$ cat config.mk
export PLATFORM = sky130hd
export DESIGN_NAME = iscas_bist_ctrl
export DESIGN_NICKNAME = d
export VERILOG_FILES = /design/src/rtl/iscas_bist_ctrl.sv
export SDC_FILE = /design/constraint.sdc
export NUM_CORES = 1
export LEC_CHECK = 0
export CAP_MARGIN = 5
export CORE_MARGIN = 2
export CORE_UTILIZATION = 53
export CTS_CLUSTER_SIZE = 30
export DETAILED_ROUTE_END_ITERATION = 8
export PLACE_DENSITY = 0.87
export SETUP_SLACK_MARGIN = 0.02
export SYNTH_ARGS = -nofsm -noshare
export SYNTH_HDL_FRONTEND = slang
export SYNTH_SLANG_ARGS = --single-unit
$ cat constraint.sdc
create_clock -name i_clk -period 2.8 [get_ports i_clk]
set_clock_uncertainty 0.2 [all_clocks]
set_input_delay 0.28 -clock i_clk [delete_from_list [all_inputs] [get_ports i_clk]]
set_output_delay 0.28 -clock i_clk [all_outputs]
set_load 0.01 [all_outputs]
$ cat src/rtl/iscas_bist_ctrl.sv
// rtl/iscas_bist_ctrl.sv - LFSR/MISR BIST session controller for 7-in/7-out ISCAS CUTs
// One start request yields an all-zero preamble, then PATTERNS LFSR vectors with MISR compaction.
module iscas_bist_ctrl #(
  parameter int unsigned PATTERNS    = 127,
  parameter int unsigned INIT_CYCLES = 4,
  parameter logic [6:0]  SEED        = 7'h01
) (
  input  logic       i_clk,
  input  logic       i_rst,
  input  logic       i_start,
  input  logic [6:0] i_golden,
  input  logic [6:0] i_cut_out,
  output logic [6:0] o_cut_in,
  output logic       o_busy,
  output logic       o_done,
  output logic       o_pass,
  output logic [6:0] o_signature,
  output logic [7:0] o_pattern_cnt
);

  // An all-zero seed would lock the LFSR, so it is replaced with 1.
  localparam logic [6:0]  LFSR_SEED = (SEED == 7'h00) ? 7'h01 : SEED;
  localparam logic [15:0] INIT_LAST = (INIT_CYCLES > 0) ? 16'(INIT_CYCLES - 1) : 16'd0;
  localparam logic [7:0]  PAT_LAST  = 8'(PATTERNS - 1);

  typedef enum logic [1:0] {S_IDLE, S_INIT, S_RUN, S_DONE} state_t;

  state_t      r_state;
  logic [6:0]  r_lfsr;
  logic [6:0]  r_misr;
  logic [7:0]  r_cnt;
  logic [15:0] r_init_cnt;
  logic        r_busy;
  logic        r_done;

  always_ff @(posedge i_clk or posedge i_rst) begin
    if (i_rst) begin
      r_state    <= S_IDLE;
      r_lfsr     <= LFSR_SEED;
      r_misr     <= 7'h00;
      r_cnt      <= 8'd0;
      r_init_cnt <= 16'd0;
      r_busy     <= 1'b0;
      r_done     <= 1'b0;
    end else begin
      case (r_state)
        S_IDLE, S_DONE: begin
          if (i_start) begin
            r_state    <= (INIT_CYCLES == 0) ? S_RUN : S_INIT;
            r_lfsr     <= LFSR_SEED;
            r_misr     <= 7'h00;
            r_cnt      <= 8'd0;
            r_init_cnt <= 16'd0;
            r_busy     <= 1'b1;
            r_done     <= 1'b0;
          end
        end
        S_INIT: begin
          if (r_init_cnt == INIT_LAST) begin
            r_state <= S_RUN;
          end else begin
            r_init_cnt <= r_init_cnt + 16'd1;
          end
        end
        S_RUN: begin
          // cut_out here is the CUT response to the pattern still on cut_in.
          r_lfsr <= {r_lfsr[5:0], r_lfsr[6] ^ r_lfsr[5]};
          r_misr <= {r_misr[5:0], r_misr[6] ^ r_misr[5]} ^ i_cut_out;
          r_cnt  <= r_cnt + 8'd1;
          if (r_cnt == PAT_LAST) begin
            r_state <= S_DONE;
            r_busy  <= 1'b0;
            r_done  <= 1'b1;
          end
        end
        default: r_state <= S_IDLE;
      endcase
    end
  end

  assign o_cut_in      = (r_state == S_RUN) ? r_lfsr : 7'h00;
  assign o_busy        = r_busy;
  assign o_done        = r_done;
  assign o_pass        = r_done && (r_misr == i_golden);
  assign o_signature   = r_misr;
  assign o_pattern_cnt = r_cnt;

endmodule

==> flow_summary.ini <==
[critical_path]
worst-setup-path-type = flip-flop to output pin
critPathBufInv = 2
critPathArrivalTime_ns = 1.94
critPathMaxStageDelay_ns = 0.53
cp_max_fo = 14
cp-end-kind = output pin
crit_chain = inv_1 -> ha_1 -> and2_1 -> clkdlybuf4s50_1
startpoint_type = flip-flop
cp_top_family = buffers and inverters
cp.required_ns = 2.32
slowest_stage = clkdlybuf4s50_1

[die]
rows = 24
start_util_pct = 55.3
floorplan.die.height_microns = 71.7
die_area_sq_um = 5130
core-area_sq_um = 4380
ios = 42
die_w_microns = 71.7

[routing]
drtAntennaViolNets = 0
vias = 2065
drt_iter0_markers = 114
wire_per_inst_microns = 15.8
drt_wl_total_microns = 5370
firstDrtPassIters = 4
drc = 0
viasPerCell = 6.06

[clock_network]
ctsResizeCount = 0
clock_latency_ns = 0.28
post-cts-setup-buffers = 0
htreeDepth = 2
clk_pin_slew_ns = 0.08
clk_path_buf_depth = 2
cts_tree = done
holdBufCountCts = 0
cts_root_buf = clkbuf_8
clock_sinks = 42
cts_buffers = 5

[synthesis]
ys_top_cells_by_area = dfrtp_1, xnor2_1, o31ai_1, o21ai_0, nand2_1
yosys.area.top_type = dfrtp_1
synthCells = 246
yosys_warnings = 0
ys_ff_latch = 42
synth-edff-count = 0
yosysSeqAreaShare_pct = 43.4
yosysUniqueCellTypes = 49
async_reset_ff_share_pct = 100
synthesis.area_sq_um = 2430
syn_nets = 269
synth_top_area_share_pct = 42.3
synth_ff_type = dfrtp_1
postSynthAreaPerCell_sq_um = 9.86

[sta]
slew_violations = 0
max_freq_mhz = 413
final.setup.worst_slack_ns = 0.379
rsz0062_at_grt = false
period_needed_ns = 2.42
worst_pin_slew_ns = 0.531
setup-violations-final = 0
hold_viol_final = 0
hold_ws_ns = 0.221
max-slew-margin-rel_pct = 64.6
period_share_pct = 86.5
tns_ns = 0

[layout]
utilization_pct = 67.4
drive_gt1_share_pct = 10.0
fill_cells = 376
fin_area_sq_um = 2950
area_growth_pct = 21.8
nets = 312
n_antenna_cell = 0

[pwr]
leakage_nw = 1.26
power_density_nw_per_um2 = 762
ir_drop_mv = 0.321

[placed_design]
pre_cts_slack_ns = 0.406
port_buffers = 41
gp_congestion = 0.850
place_area_sq_um = 2880
hpwlAfterDp_microns = 3850

[job]
max_cap_violations = 0

[global_routing]
grt_pass1_wl_microns = 9240
grt_max_degree = 43
grt_pass1_vias = 1989
gr-total-overflow = 0
track_usage_pct = 22.3
antenna_found_initial = 0

[outcome]
status = complete, no violations

[min_path]
min_path_type = primary input to async pin
==> kinds of logic after synthesis <==
logic type	count (synthesis)	synth area share (%)
adders and majority gates	6	3.09
muxes	8	3.30
AOI/OAI and AO/OA	65	17.9
xor gates and xnor gates	16	5.78
buffers and inverters	22	4.95
DFF	42	43.4
and+or+nand+nor	87	21.6
==> power breakdown <==
group          leakage, nW  total, mW  switching [mW]  internal, mW
Clock               0.0438      0.360           0.193         0.167
Sequential           0.563      0.843           0.121         0.723
Combinational        0.648       1.05           0.576         0.471
==> registers in the layout, indices dropped and copies added, names as in the netlist <==
name and count:
o_signature 7, r_state 2, r_init_cnt 16, o_pattern_cnt 8, r_lfsr 7, o_busy 1, o_done 1
==> metrics by stage <==
stage                     power [mW]  instances
after global routing            2.42        341
after CTS                       2.27        341
final                           2.25        341
after floorplan                 1.54        246
after global placement          1.86        334
after detailed placement        1.91        334
==> layer usage <==
metal,up-vias,wire length (microns),track usage [%]
li1,993,-,-
met1,990,2370,31.3
met2,75,2650,35.8
met3,7,313,3.52
met4,0,46,6.71
met5,-,0,0
==> worst reg2reg max path, delay by kind of cell (launching register included) <==
family / cells / cell delay (ns)
AO/OA/AOI/OAI: 1 / 0.11
AND/OR/NAND/NOR: 3 / 1.29
flip-flops: 1 / 0.43
adder cells (fa/ha/maj): 1 / 0.26
==> final timing paths <==
path                          startpoint             end  slack, ns  cells past startpoint
max in group asynchronous          i_rst       r_lfsr[0]       1.80                      3
min reg2reg                    r_lfsr[2]       r_lfsr[3]       0.32                      1
max                           r_state[0]     o_cut_in[4]       0.38                      4
min in group i_clk             r_lfsr[2]       r_lfsr[3]       0.32                      1
min                                i_rst  r_init_cnt[13]       0.22                      3
max reg2reg                r_init_cnt[0]  r_init_cnt[13]       0.38                      5
==> cells in the mapped netlist (all sizes together), types with 2 or more instances <==
| cell type | n |
|---|---|
| clkbuf | 7 |
| nand2b | 3 |
| nor2b | 2 |
| o22ai | 3 |
| a21oi | 6 |
| buf | 4 |
| inv | 9 |
| or4b | 2 |
| and2 | 10 |
| o31ai | 16 |
| a22o | 7 |
| or4 | 3 |
| a21boi | 2 |
| a2bb2oi | 2 |
| and4 | 6 |
| nand4 | 7 |
| nand2 | 23 |
| and3 | 6 |
| nor3 | 3 |
| a31oi | 2 |
| dfrtp | 41 |
| mux2i | 8 |
| ha | 6 |
| xnor2 | 15 |
| nand3 | 9 |
| o21ai | 20 |
| nor2 | 9 |
| a41oi | 2 |
==> layout make-up <==
cell class / instances / area, sq um / area share, %
multi-input combinational: 182 / 1260 / 42.6
sequential: 42 / 1050 / 35.6
timing repair buffer: 48 / 463 / 15.7
clock buffer: 5 / 68.8 / 2.33
tap: 52 / 65.1 / 2.20
inverter: 10 / 37.5 / 1.27
clock inverter: 2 / 10.0 / 0.339
==> cells in the final DEF (no fill, tap or decap), types with 3 or more instances in the layout <==
cell type | netlist | layout
a21oi_1 | 6 | 6
a22o_1 | 7 | 7
and2_1 | 10 | 10
and3_1 | 4 | 4
and4_1 | 3 | 3
and4_2 | 3 | 3
buf_4 | 0 | 7
clkbuf_8 | 1 | 5
clkdlybuf4s50_1 | 0 | 41
dfrtp_1 | 41 | 41
ha_1 | 6 | 6
inv_1 | 9 | 9
mux2i_1 | 8 | 7
nand2_1 | 23 | 23
nand2b_1 | 3 | 3
nand3_1 | 8 | 8
nand4_1 | 7 | 7
nor2_1 | 9 | 9
nor3_1 | 3 | 3
o21ai_0 | 18 | 18
o22ai_1 | 3 | 3
o31ai_1 | 16 | 16
or4_4 | 3 | 3
xnor2_1 | 15 | 15
Power figures use the tool's default switching activity.
